==> src/rtl/mem_arbiter.sv <==
// Two-requester arbiter (instruction fetch, LSU) for a single memory port that
// allows one outstanding transaction. Define MEM_ARB_RR_EN for round-robin grant.
module mem_arbiter (
    input  logic        clk,
    input  logic        rst,
    input  logic        flush,

    input  logic        if_req_valid,
    output logic        if_req_ready,
    input  logic [31:0] if_req_a,
    input  logic        if_req_we,
    input  logic [3:0]  if_req_be,
    input  logic [31:0] if_req_d,

    output logic        if_resp_valid,
    input  logic        if_resp_ready,
    output logic [31:0] if_resp_data,

    input  logic        lsu_req_valid,
    output logic        lsu_req_ready,
    input  logic [31:0] lsu_req_a,
    input  logic        lsu_req_we,
    input  logic [3:0]  lsu_req_be,
    input  logic [31:0] lsu_req_d,

    output logic        lsu_resp_valid,
    input  logic        lsu_resp_ready,
    output logic [31:0] lsu_resp_data,

    output logic        mem_req_valid,
    input  logic        mem_req_ready,
    output logic [31:0] mem_req_a,
    output logic        mem_req_we,
    output logic [3:0]  mem_req_be,
    output logic [31:0] mem_req_d,

    input  logic        mem_resp_valid,
    output logic        mem_resp_ready,
    input  logic [31:0] mem_resp_data,

    output logic        busy,
    output logic        owner
);

    typedef enum logic {StIdle, StWait} state_t;

    state_t state_q;
    logic   drop_q;
    logic   lock_q;
    logic   lock_grant_q;
    logic   grant_arb;
    logic   grant;
    logic   req_fire;
    logic   resp_fire;

    // Fetch write-enable and byte-enables are overridden downstream.
    logic unused_if_fields;
    assign unused_if_fields = ^{if_req_we, if_req_be};

`ifdef MEM_ARB_RR_EN
    logic last_q;

    // On contention the requester that did not win last time gets the port.
    assign grant_arb = (lsu_req_valid && if_req_valid) ? ~last_q : lsu_req_valid;
`else
    assign grant_arb = lsu_req_valid;
`endif

    // Hold a stalled offer on the same requester until it fires or withdraws.
    assign grant = (lock_q && (lock_grant_q ? lsu_req_valid : if_req_valid)) ?
                   lock_grant_q : grant_arb;

    always_comb begin
        mem_req_valid  = 1'b0;
        if_req_ready   = 1'b0;
        lsu_req_ready  = 1'b0;
        if_resp_valid  = 1'b0;
        lsu_resp_valid = 1'b0;
        mem_resp_ready = 1'b0;

        if (grant) begin
            mem_req_a  = lsu_req_a;
            mem_req_we = lsu_req_we;
            mem_req_be = lsu_req_be;
            mem_req_d  = lsu_req_d;
        end else begin
            mem_req_a  = if_req_a;
            mem_req_we = 1'b0;
            mem_req_be = 4'b1111;
            mem_req_d  = if_req_d;
        end

        if (state_q == StIdle) begin
            mem_req_valid = grant ? lsu_req_valid : if_req_valid;
            if (grant) begin
                lsu_req_ready = mem_req_ready;
            end else begin
                if_req_ready = mem_req_ready;
            end
        end else if (drop_q) begin
            mem_resp_ready = 1'b1;
        end else if (owner) begin
            lsu_resp_valid = mem_resp_valid;
            mem_resp_ready = lsu_resp_ready;
        end else begin
            if_resp_valid  = mem_resp_valid;
            mem_resp_ready = if_resp_ready;
        end
    end

    assign if_resp_data  = mem_resp_data;
    assign lsu_resp_data = mem_resp_data;

    assign req_fire  = mem_req_valid && mem_req_ready;
    assign resp_fire = (state_q == StWait) && mem_resp_valid && mem_resp_ready;

    always_ff @(posedge clk or posedge rst) begin
        if (rst) begin
            state_q      <= StIdle;
            busy         <= 1'b0;
            owner        <= 1'b0;
            drop_q       <= 1'b0;
            lock_q       <= 1'b0;
            lock_grant_q <= 1'b0;
`ifdef MEM_ARB_RR_EN
            last_q       <= 1'b0;
`endif
        end else begin
            unique case (state_q)
                StIdle: begin
                    if (req_fire) begin
                        state_q <= StWait;
                        busy    <= 1'b1;
                        owner   <= grant;
                        drop_q  <= 1'b0;
                        lock_q  <= 1'b0;
`ifdef MEM_ARB_RR_EN
                        last_q  <= grant;
`endif
                    end else begin
                        lock_q       <= mem_req_valid;
                        lock_grant_q <= grant;
                    end
                end
                StWait: begin
                    // Stores must complete, so only a fetch response is killed.
                    if (flush && !owner) begin
                        drop_q <= 1'b1;
                    end
                    if (resp_fire) begin
                        state_q <= StIdle;
                        busy    <= 1'b0;
                        drop_q  <= 1'b0;
                    end
                end
                default: begin
                    state_q <= StIdle;
                    busy    <= 1'b0;
                end
            endcase
        end
    end

endmodule

==> config.mk <==
export PLATFORM = sky130hd
export DESIGN_NAME = mem_arbiter
export DESIGN_NICKNAME = d
export VERILOG_FILES = /design/src/rtl/mem_arbiter.sv
export SDC_FILE = /design/constraint.sdc
export NUM_CORES = 1
export LEC_CHECK = 0
export BUFFER_PORTS_ARGS = -buffer_cell sky130_fd_sc_hd__clkbuf_2
export CORE_AREA = 10 10 115 117
export CTS_BUF_LIST = sky130_fd_sc_hd__clkbuf_4 sky130_fd_sc_hd__clkbuf_8
export CTS_CLUSTER_DIAMETER = 40
export DETAILED_ROUTE_END_ITERATION = 10
export DIE_AREA = 0 0 125 127
export GPL_ROUTABILITY_DRIVEN = 0
export GPL_TIMING_DRIVEN = 0
export SETUP_SLACK_MARGIN = 0.4
export SYNTH_ARGS = -nofsm -noshare
export SYNTH_HDL_FRONTEND = slang
export SYNTH_SLANG_ARGS = --single-unit
==> constraint.sdc <==
create_clock -name clk -period 1.6 [get_ports clk]
set_input_delay 0.16 -clock clk [delete_from_list [all_inputs] [get_ports clk]]
set_output_delay 0.16 -clock clk [all_outputs]
set_load 0.01 [all_outputs]
==> impl_metrics.tcl <==
set metrics [dict create \
    violations "negative setup slack" \
    place_area_um2 3370 \
    final_common_cell "clkbuf_2" \
    rows 39 \
    cts-root-buf "clkbuf_8" \
    drive_gt1_share_pct 95.6 \
    wl_per_cell_um 19.5 \
    viasPerCell 3.97 \
    syn_nets 357 \
    final_cells 624 \
    nNetsFinal 662 \
    synth_warnings 0 \
    power.leakage_nw 2.42 \
    detail-route-antenna-nets 0 \
    clk_transition_reported_paths_ps 30 \
    end_kind "output pin" \
    clock_latency_ps 220 \
    drt_iter0_drc 67 \
    numCtsBuffers 3 \
    wl_met1_mm 4.28 \
    setup_viol 70 \
    overflow 0 \
    netlist_area_um2 1620 \
    fin_hold_ws_ps 236 \
    setup.worst_path.start_class "register" \
    timing.fmax_ghz 0.555 \
    finish.utilization_pct 36.5 \
    die_w_um 125 \
    ir_drop_v 0.000340 \
    ys_types 22 \
    netlist.area_leader.share_pct 41.0 \
    dp_cells 603 \
    area_delta_synth_final_pct 151 \
    critPathArrivalTime_ps 1640 \
    antenna_found_initial 0 \
    place_hpwl_mm 10.4 \
    hold_path.class "in -> reg" \
    routed-via-count 2479 \
    grt_pass1_wl_mm 17.3 \
    finalHoldViolCount 0 \
    grt_max_degree 11 \
    cp_max_fo 10 \
    setup_ws_ps -203 \
    min_period_ps 1800 \
    synth_area_leaders "mux2_2 41%, buf_4 31%, dfrtp_1 9.3%" \
    p_per_area_nw_per_um2 736 \
    syn_area_per_cell_um2 9.10 \
    antenna_cells 0 \
    die_y_um 127 \
    final_cell_mix "247 x clkbuf_2, 67 x buf_4, 54 x mux2_4, 39 x buf_6, 9 x mux2_2" \
    syn_inst 178 \
    htreeDepth 1 \
    ys_ff_latch 6 \
    track_usage_pct 13.3 \
    drv_cap 0 \
    die_area_um2 15900 \
    drt_first_pass_iters 4 \
    yosysSeqAreaShare_pct 9.27 \
    met2WireLength_mm 6.56 \
    grt_pass1_vias 2836 \
    fin_crit_sh_pct 113 \
    cts.sinks 6 \
    slew_headroom_pct 80.1 \
    routed_wl_mm 12.2 \
    cts_tree "built" \
    start_util_pct 14.6 \
    core_um2 11100 \
    ios 320 \
    worst_slew_pin_slew_ps 297 \
    slew_viol_final 0 \
    synth_top_area_cell "mux2_2" \
    worstPathRequired_ps 1440 \
    setup_tns_ps -11600 \
    final_area_um2 4060 \
    drc 0 \
    io_buffers 282 \
    critPathKind "reg -> out" \
    clk_path_buf_depth 2 \
    topRoutingLayerUsed "met4" \
    wl_met3_mm 1.11 \
    rsz0062_at_grt "yes" \
    finalClockSkew_ps 5.67 \
    status "finished, violations left" \
]
==> worst max-delay path, cell delays in order, from the launching register on <==
cell and delay, ps:
dfrtp_1 410, o21ai_4 240, buf_6 170, buf_12 150, mux2_4 300, clkbuf_2 150
==> metal layers <==
metal / up-vias / track usage, %
li1: 1150 / -
met3: 10 / 4.22
met1: 1165 / 14.3
met2: 154 / 25.1
met4: 0 / 2.51
met5: - / 0
==> logic make-up after synthesis <==
family	count (synthesis)	share of synthesized area, %
mux	65	45.1
buf+inv	77	35.2
compound gates	11	4.87
flops	6	9.27
simple gates	19	5.56
==> report_power, final <==
group	internal (mW)	leakage, nW	switching (mW)
Sequential	0.231	0.0702	0.0878
Clock	0.162	0.0216	0.0648
Combinational	1.42	2.32	1.02
Total	1.82	2.42	1.17
==> Yosys cell counts, drive strengths merged <==
cell type / n
clkbuf: 1
a31oi: 1
a21oi: 4
nor2: 7
o31ai: 1
mux2: 64
o21ba: 1
o22ai: 1
mux2i: 1
a211oi: 1
inv: 5
nand2: 3
or2: 4
nor2b: 1
nor3: 3
buf: 71
nand2b: 1
dfrtp: 6
o21ai: 2
==> worst paths after layout <==
check	from	to	slack (ps)	cells past startpoint
worst max-delay path	lock_grant_q	mem_req_d[23]	-200	5
worst min-delay path	mem_req_ready	lock_q	240	2
worst max register to register	lock_grant_q	owner	160	7
worst min register to register	busy	busy	530	1
max in group asynchronous	rst	drop_q	990	3
min in group asynchronous	rst	state_q	390	3
==> final cells by class <==
cell class	instances	area, um^2
Inverter	5	18.8
Buffer	72	608
Sequential cell	6	153
Clock buffer	3	41.3
Fill cell	1145	7070
Multi-Input combinational cell	95	1220
Tap cell	143	179
Timing Repair Buffer	300	1840
==> per-stage QoR <==
step	setup WS (ps)	total power, mW
after global routing	-287	3.16
after global placement	-221	1.99
after detailed placement	-220	2.02
after floorplan	180	1.29
final	-203	2.99
after CTS	-241	2.63
==> flip-flops by register name, summed over array words and instances (netlist names) <==
signal,flops
owner,1
lock_q,1
busy,1
lock_grant_q,1
state_q,1
drop_q,1
==> what timing repair did <==
item,CTS,global route
pin swaps,7,6
endpoints found under the hold margin,6,0
gates resized for setup,56,92
buffers inserted,11,4
hold buffers,1,0
setup endpoints to repair,79,78
cloned,1,1
No activity file was read; power rests on OpenSTA's default activity.
